==> src/rtl/sun_centroid_apb.sv <==
// sun_centroid_apb -- sun-sensor intensity centroid engine with an APB slave.
//
// Pixels are streamed in raster order through the PIXEL register. Each pixel
// above THRESH is accumulated into SUMX (v*x), SUMY (v*y) and ITOTAL (v).
// After the last pixel of an XMAX x YMAX frame, a restoring divider produces
// H = SUMX/ITOTAL and K = SUMY/ITOTAL.
//
// Ports:
//   pclk, presetn          clock, asynchronous active-low reset
//   psels, penables        APB select / enable
//   pwrites                APB direction (1 = write)
//   paddrs[31:0]           word offset in bits [7:0]
//   pwdatas[31:0]          write data
//   prdatas[31:0]          read data (0 outside read access phases)
//   preadys                high on every access phase (no wait states)
//   irqs                   one-cycle done pulse (only with SUN_CENTROID_IRQ_EN)
//
// Build option: define SUN_CENTROID_IRQ_EN to add the irqs port and the
// CTRL.irq_en bit (CTRL bit1).
//
// FSM states:
//   state   | meaning
//   S_IDLE  | waiting for START
//   S_ACCUM | accepting pixels of the current frame
//   S_DIV   | dividing sums by ITOTAL, one quotient bit per cycle
//   S_DONE  | H/K valid, waiting for START or CTRL clear
module sun_centroid_apb #(
    parameter int PIX_W = 8,
    parameter int CNT_W = 10,
    parameter int ACC_W = 32
) (
    input  logic        pclk,
    input  logic        presetn,
    input  logic        psels,
    input  logic        penables,
    input  logic        pwrites,
    input  logic [31:0] paddrs,
    input  logic [31:0] pwdatas,
    output logic [31:0] prdatas,
    output logic        preadys
`ifdef SUN_CENTROID_IRQ_EN
    ,
    output logic        irqs
`endif
);

    localparam int AW1  = ACC_W + 1;
    localparam int DC_W = $clog2(ACC_W);
    localparam logic [DC_W-1:0] DC_LAST = DC_W'(ACC_W - 1);
    localparam logic [CNT_W-1:0] CNT_ONE = CNT_W'(1);

    localparam logic [7:0] A_CTRL   = 8'h00;
    localparam logic [7:0] A_THRESH = 8'h01;
    localparam logic [7:0] A_XMAX   = 8'h02;
    localparam logic [7:0] A_YMAX   = 8'h03;
    localparam logic [7:0] A_PIXEL  = 8'h04;
    localparam logic [7:0] A_STATUS = 8'h05;
    localparam logic [7:0] A_SUMX   = 8'h06;
    localparam logic [7:0] A_SUMY   = 8'h07;
    localparam logic [7:0] A_H      = 8'h08;
    localparam logic [7:0] A_K      = 8'h09;
    localparam logic [7:0] A_ITOTAL = 8'h0A;

    typedef enum logic [1:0] {S_IDLE, S_ACCUM, S_DIV, S_DONE} state_t;

    state_t             state_q;
    logic [PIX_W-1:0]   thresh_q;
    logic [CNT_W-1:0]   xmax_q, ymax_q, xcnt_q, ycnt_q, h_q, k_q;
    logic [ACC_W-1:0]   sumx_q, sumy_q, itot_q;
    logic [ACC_W-1:0]   rem_x_q, rem_y_q, quot_x_q, quot_y_q;
    logic [DC_W-1:0]    divcnt_q;
    logic               ovf_q, zero_q, drop_q, cfg_err_q;
    logic               irq_en_q, irq_q;

    logic               acc_ph, wr_en, rd_en;
    logic [7:0]         addr;
    logic [PIX_W-1:0]   pix, pix_v;
    logic [ACC_W:0]     add_x, add_y, add_t;
    logic [ACC_W-1:0]   sumx_nx, sumy_nx, itot_nx;
    logic               acc_ovf;
    logic [ACC_W:0]     div1, trial_x, trial_y, diff_x, diff_y;
    logic               qb_x, qb_y;
    logic [ACC_W-1:0]   rem_x_nx, rem_y_nx, quot_x_nx, quot_y_nx;
    logic [7:0]         status_c;
    logic [31:0]        rdata_c;
    logic               unused_bits;

    assign acc_ph  = psels & penables;
    assign wr_en   = acc_ph & pwrites;
    assign rd_en   = acc_ph & ~pwrites;
    assign addr    = paddrs[7:0];
    // Gated by presetn so both outputs drop the instant reset asserts.
    assign preadys = acc_ph & presetn;
    assign prdatas = (rd_en & presetn) ? rdata_c : 32'h0;

`ifdef SUN_CENTROID_IRQ_EN
    assign irqs = irq_q;
`endif

    // Accumulation datapath with saturation on carry-out.
    always_comb begin
        pix     = pwdatas[PIX_W-1:0];
        pix_v   = (pix > thresh_q) ? pix : '0;
        add_x   = {1'b0, sumx_q} + AW1'(pix_v) * AW1'(xcnt_q);
        add_y   = {1'b0, sumy_q} + AW1'(pix_v) * AW1'(ycnt_q);
        add_t   = {1'b0, itot_q} + AW1'(pix_v);
        sumx_nx = add_x[ACC_W] ? '1 : add_x[ACC_W-1:0];
        sumy_nx = add_y[ACC_W] ? '1 : add_y[ACC_W-1:0];
        itot_nx = add_t[ACC_W] ? '1 : add_t[ACC_W-1:0];
        acc_ovf = add_x[ACC_W] | add_y[ACC_W] | add_t[ACC_W];
    end

    // Restoring divider step: the dividend bit is taken straight from the
    // (frozen) sum register, so no separate dividend shifter is needed.
    always_comb begin
        div1      = {1'b0, itot_q};
        trial_x   = {rem_x_q, sumx_q[divcnt_q]};
        trial_y   = {rem_y_q, sumy_q[divcnt_q]};
        diff_x    = trial_x - div1;
        diff_y    = trial_y - div1;
        qb_x      = (trial_x >= div1);
        qb_y      = (trial_y >= div1);
        rem_x_nx  = qb_x ? diff_x[ACC_W-1:0] : trial_x[ACC_W-1:0];
        rem_y_nx  = qb_y ? diff_y[ACC_W-1:0] : trial_y[ACC_W-1:0];
        quot_x_nx = {quot_x_q[ACC_W-2:0], qb_x};
        quot_y_nx = {quot_y_q[ACC_W-2:0], qb_y};
    end

    always_comb begin
        status_c = {cfg_err_q, drop_q, zero_q, ovf_q,
                    state_q == S_DONE, state_q == S_DIV,
                    state_q == S_ACCUM, state_q == S_IDLE};
        rdata_c  = 32'h0;
        case (addr)
            A_CTRL:   rdata_c = {30'h0, irq_en_q, 1'b0};
            A_THRESH: rdata_c = 32'(thresh_q);
            A_XMAX:   rdata_c = 32'(xmax_q);
            A_YMAX:   rdata_c = 32'(ymax_q);
            A_STATUS: rdata_c = 32'(status_c);
            A_SUMX:   rdata_c = 32'(sumx_q);
            A_SUMY:   rdata_c = 32'(sumy_q);
            A_H:      rdata_c = 32'(h_q);
            A_K:      rdata_c = 32'(k_q);
            A_ITOTAL: rdata_c = 32'(itot_q);
            default:  rdata_c = 32'h0;
        endcase
    end

    assign unused_bits = ^{paddrs[31:8], pwdatas, diff_x[ACC_W], diff_y[ACC_W],
                           quot_x_q[ACC_W-1], quot_y_q[ACC_W-1]};

    always_ff @(posedge pclk or negedge presetn) begin
        if (!presetn) begin
            state_q   <= S_IDLE;
            thresh_q  <= '0;
            xmax_q    <= '0;
            ymax_q    <= '0;
            xcnt_q    <= '0;
            ycnt_q    <= '0;
            h_q       <= '0;
            k_q       <= '0;
            sumx_q    <= '0;
            sumy_q    <= '0;
            itot_q    <= '0;
            rem_x_q   <= '0;
            rem_y_q   <= '0;
            quot_x_q  <= '0;
            quot_y_q  <= '0;
            divcnt_q  <= '0;
            ovf_q     <= 1'b0;
            zero_q    <= 1'b0;
            drop_q    <= 1'b0;
            cfg_err_q <= 1'b0;
            irq_en_q  <= 1'b0;
            irq_q     <= 1'b0;
        end else begin
            irq_q <= 1'b0;

            if (state_q == S_DIV) begin
                if (itot_q == '0) begin
                    h_q     <= '0;
                    k_q     <= '0;
                    zero_q  <= 1'b1;
                    state_q <= S_DONE;
                    irq_q   <= irq_en_q;
                end else begin
                    rem_x_q  <= rem_x_nx;
                    rem_y_q  <= rem_y_nx;
                    quot_x_q <= quot_x_nx;
                    quot_y_q <= quot_y_nx;
                    divcnt_q <= divcnt_q - 1'b1;
                    if (divcnt_q == '0) begin
                        h_q     <= quot_x_nx[CNT_W-1:0];
                        k_q     <= quot_y_nx[CNT_W-1:0];
                        state_q <= S_DONE;
                        irq_q   <= irq_en_q;
                    end
                end
            end

            // Register writes come last so START overrides any divider step.
            if (wr_en) begin
                case (addr)
                    A_CTRL: begin
`ifdef SUN_CENTROID_IRQ_EN
                        irq_en_q <= pwdatas[1];
`endif
                        if (pwdatas[0]) begin
                            sumx_q    <= '0;
                            sumy_q    <= '0;
                            itot_q    <= '0;
                            h_q       <= '0;
                            k_q       <= '0;
                            rem_x_q   <= '0;
                            rem_y_q   <= '0;
                            quot_x_q  <= '0;
                            quot_y_q  <= '0;
                            divcnt_q  <= DC_LAST;
                            xcnt_q    <= CNT_ONE;
                            ycnt_q    <= CNT_ONE;
                            ovf_q     <= 1'b0;
                            zero_q    <= 1'b0;
                            drop_q    <= 1'b0;
                            irq_q     <= 1'b0;
                            if (xmax_q == '0 || ymax_q == '0) begin
                                cfg_err_q <= 1'b1;
                                state_q   <= S_IDLE;
                            end else begin
                                cfg_err_q <= 1'b0;
                                state_q   <= S_ACCUM;
                            end
                        end else if (pwdatas[2]) begin
                            ovf_q     <= 1'b0;
                            zero_q    <= 1'b0;
                            drop_q    <= 1'b0;
                            cfg_err_q <= 1'b0;
                            if (state_q == S_DONE) state_q <= S_IDLE;
                        end
                    end
                    A_THRESH: if (state_q != S_ACCUM && state_q != S_DIV) thresh_q <= pwdatas[PIX_W-1:0];
                    A_XMAX:   if (state_q != S_ACCUM && state_q != S_DIV) xmax_q   <= pwdatas[CNT_W-1:0];
                    A_YMAX:   if (state_q != S_ACCUM && state_q != S_DIV) ymax_q   <= pwdatas[CNT_W-1:0];
                    A_PIXEL: begin
                        if (state_q == S_ACCUM) begin
                            sumx_q <= sumx_nx;
                            sumy_q <= sumy_nx;
                            itot_q <= itot_nx;
                            if (acc_ovf) ovf_q <= 1'b1;
                            if (xcnt_q == xmax_q) begin
                                xcnt_q <= CNT_ONE;
                                if (ycnt_q == ymax_q) state_q <= S_DIV;
                                else                  ycnt_q  <= ycnt_q + 1'b1;
                            end else begin
                                xcnt_q <= xcnt_q + 1'b1;
                            end
                        end else begin
                            drop_q <= 1'b1;
                        end
                    end
                    default: ;
                endcase
            end
        end
    end

endmodule

==> config.mk <==
export PLATFORM = sky130hd
export DESIGN_NAME = sun_centroid_apb
export DESIGN_NICKNAME = d
export VERILOG_FILES = /design/src/rtl/sun_centroid_apb.sv
export SDC_FILE = /design/constraint.sdc
export NUM_CORES = 1
export LEC_CHECK = 0
export ABC_AREA = 1
export CAP_MARGIN = 20
export CORE_MARGIN = 8
export CORE_UTILIZATION = 48
export CTS_BUF_LIST = sky130_fd_sc_hd__clkbuf_4 sky130_fd_sc_hd__clkbuf_8
export DETAILED_ROUTE_END_ITERATION = 10
export DONT_BUFFER_PORTS = 1
export MAX_ROUTING_LAYER = met4
export PLACE_DENSITY = 0.6
export RECOVER_POWER = 25
export SLEW_MARGIN = 30
export SYNTH_ARGS = -nofsm -noshare
export SYNTH_HDL_FRONTEND = slang
export SYNTH_SLANG_ARGS = --single-unit
==> constraint.sdc <==
create_clock -name pclk -period 9.7 [get_ports pclk]
set_input_delay 1.455 -clock pclk [delete_from_list [all_inputs] [get_ports pclk]]
set_output_delay 1.455 -clock pclk [all_outputs]
set_load 0.01 [all_outputs]
==> results by group <==
Run status
  – Outcome: completed

Placement
  – Port buffer count: 0
  – DP HPWL: 69800 um
  – Routability cong.: 0.968
  – Pre-CTS WS: 1.99 ns

STA
  – Fin crit share: around 73%
  – Setup_tns: 0 ns
  – Endpoints failing setup: 0
  – Least-Margin Pin Slew: between 0.8 and 0.9 ns
  – Final Skew: 0.0310 ns
  – Maximum clock rate: 141 MHz
  – Final hold slack: 0.492 ns
  – Worst setup margin: 2.63 ns
  – RSZ-0062 raised after global routing: no
  – Headroom to the max-slew limit: around 42%
  – Fin. Hold Viols: 0
  – Fin crit period: a little over 7 ns
  – Pins over their slew limit: 0

Global route
  – GRT Util Overall: 29.4%
  – GRT busiest layer: met2
  – GRT overflow: 0
  – Vias in the first global route: ~25000
  – Grt met3 use: 3.92%
  – First-pass GRT wire length: 143000 um
  – GR Util met1: 36.8%
  – Met2 global-route usage: 48.3%
  – Pin count of the biggest net entering global routing: 259
  – Antenna violations before repair: 2

Layout
  – Layout area overhead: 5.97%
  – Area of the multi-input gates: 17300 sq um
  – Commonest non-fill, non-tap cells in the layout: nand2_1, inv_1, nor2_1, o21ai_0, dfrtp_1
  – Commonest non-fill, non-tap cell in the layout: nand2_1
  – Nets: 4413
  – FILL cells: about 6000
  – Share of layout cells above drive strength 1: 4.86%
  – Storage element area: 6430 sq um

Setup path
  – CP Launch Point: pwdatas[0]
  – Crit path launch type: primary input
  – CP required: around 10 ns
  – Buffers & Inverters on Critical Path: 7
  – WS Path Type: primary input to flop
  – Nature of the critical path endpoint: flop
  – CP peak stage delay: 0.66 ns
  – Path length in cells of the critical path: 28
  – Worst Path Max Fanout: 16
  – Worst r2r src: thresh_q[7]
  – Worst-case reg-to-reg path depth: 26
  – CP most frequent cell: inv_1
  – Slowest CP cell: o21ai_0
  – Cell family with most CP delay: adder cells
  – Crit path DAT: 7.63 ns

Route
  – TritonRoute pass-1 iters: 6
  – Vias: between 20000 and 30000
  – Detail Route Antenna Nets: 0
  – WL final: 92300 um
  – 1st-iter DRT viols: 1891
  – Residual DRC count: 0
  – Wire per inst: 19.1 um
  – Via/cell ratio: 5.38

Clock tree
  – Post-CTS setup buffers: 0
  – Clock Latency Late Sink: 0.68 ns
  – Cts hold-fix bufs: 0
  – Worst-path clk slew: 0.06 ns
  – CTS root buf: clkbuf_8
  – CTS H-tree lvls: 2
  – Cts repair resizes: 0
  – Clk sinks: 257
  – Num CTS Buffers: 50
  – CTS tree: yes
  – Longest Clk Path Bufs: 3

Die
  – Initial Util: 48.2%
  – DIE WIDTH: 253 um
  – Placeable Area: 56000 sq um
  – Io pins: 102
  – Die height: roughly 250 um
  – Die area: roughly 64000 sq um
  – Rows: a little under 90

Logic synthesis
  – Post-Syn Nets: 4456
  – Mapped Area: 27000 sq um
  – Mapped Avg Cell Area: ~6.6 sq um
  – Synth top area cells: dfrtp_1, nand2_1, fa_1
  – Post-synth top area cell: dfrtp_1
  – Synth Warn #: 1
  – Asr flop ratio synth: 100%
  – Post-synthesis sequential area ratio: 23.8%
  – Post-Syn Instances: 4082
  – Post-synth EDFFs: 0
  – Ys flop type: dfrtp_1
  – Distinct cells, synth: 60
  – Yosys reg bits: 257
  – Yosys top cell area share: 23.8%

Pwr
  – VDD IR max: 0.176 mV
  – Pwr Total: 4260 uW
  – Power Dens Cells: 149 nW/um^2
  – P_leak: 0.0155 uW

Hold path
  – Worst min-delay path category: primary input to async pin

Flow run
  – Max Cap Violations: 0
synth_stat cells (4+ instances only):
master	instances
a21o_1	14
a21oi_1	237
and2_1	4
and3_1	4
buf_2	49
buf_4	5
buf_6	7
clkbuf_1	50
clkinv_1	4
dfrtp_1	257
fa_1	131
ha_1	174
inv_1	673
inv_2	21
nand2_1	1122
nand2_2	10
nand3_1	202
nand3_2	7
nand3b_1	13
nand4_1	44
nor2_1	433
nor2_2	18
nor2_4	5
nor3_1	45
nor4_1	22
o211ai_1	4
o21a_1	7
o21ai_0	289
o21ai_1	38
o21bai_1	12
o22ai_1	35
xnor2_1	30
xor2_1	63
metrics by stage:
stage	std cells	util [%]	area (sq um)
after floorplan	4082	-	27000
final	4831	51.1	28600
after CTS	4830	51.1	28600
after global routing	4831	51.1	28600
after detailed placement	4743	49.3	27600
after global placement	4741	49.2	27500
layout make-up:
cell class              instances  area share, %
diodes                          1        0.00875
clock buffers                  75           3.24
clock inverters                12          0.328
inverters                     698           9.16
multi-input cells            3007           60.7
flip-flops and latches        257           22.5
well taps                     756           3.31
repair buffers                 25          0.796
final timing paths:
check | endpoint | slack, ns
min reg2reg | drop_q | 0.51
max in group asynchronous | ycnt_q[7] | 8.70
max reg2reg | sumx_q[31] | 3.05
max | sumx_q[31] | 2.63
min in group pclk | drop_q | 0.51
min | rem_x_q[21] | 0.49
flip-flops by register name, indices dropped and copies added, names as in the netlist, 32 cells and up:
signal and count:
sumx_q 32, rem_y_q 32, itot_q 32, rem_x_q 32, sumy_q 32
per-layer routing:
metal	share of wire, %	vias up	wire [um]
met5	0	-	0
met4	4.2	0	3900
met3	5.9	196	5410
met2	47	779	43800
met1	42	12200	39200
li1	-	12800	-
power by group:
part | switching, uW | internal (uW)
clock | 539 | 634
sequential | 18.4 | 1090
combinational | 1280 | 700
total | 1840 | 2420
kinds of logic (layout without fill, tap and decap cells):
group / after synthesis / in the layout / synth area share, %
other: 0 / 1 / 0
buffers and inverters: 818 / 810 / 12.0
DFF: 257 / 257 / 23.8
and+or+nand+nor: 1949 / 1949 / 30.2
adders and majority gates: 305 / 305 / 17.8
xor gates and xnor gates: 93 / 93 / 3.02
AOI/OAI and AO/OA: 660 / 660 / 13.1
Power figures use the tool's default switching activity.
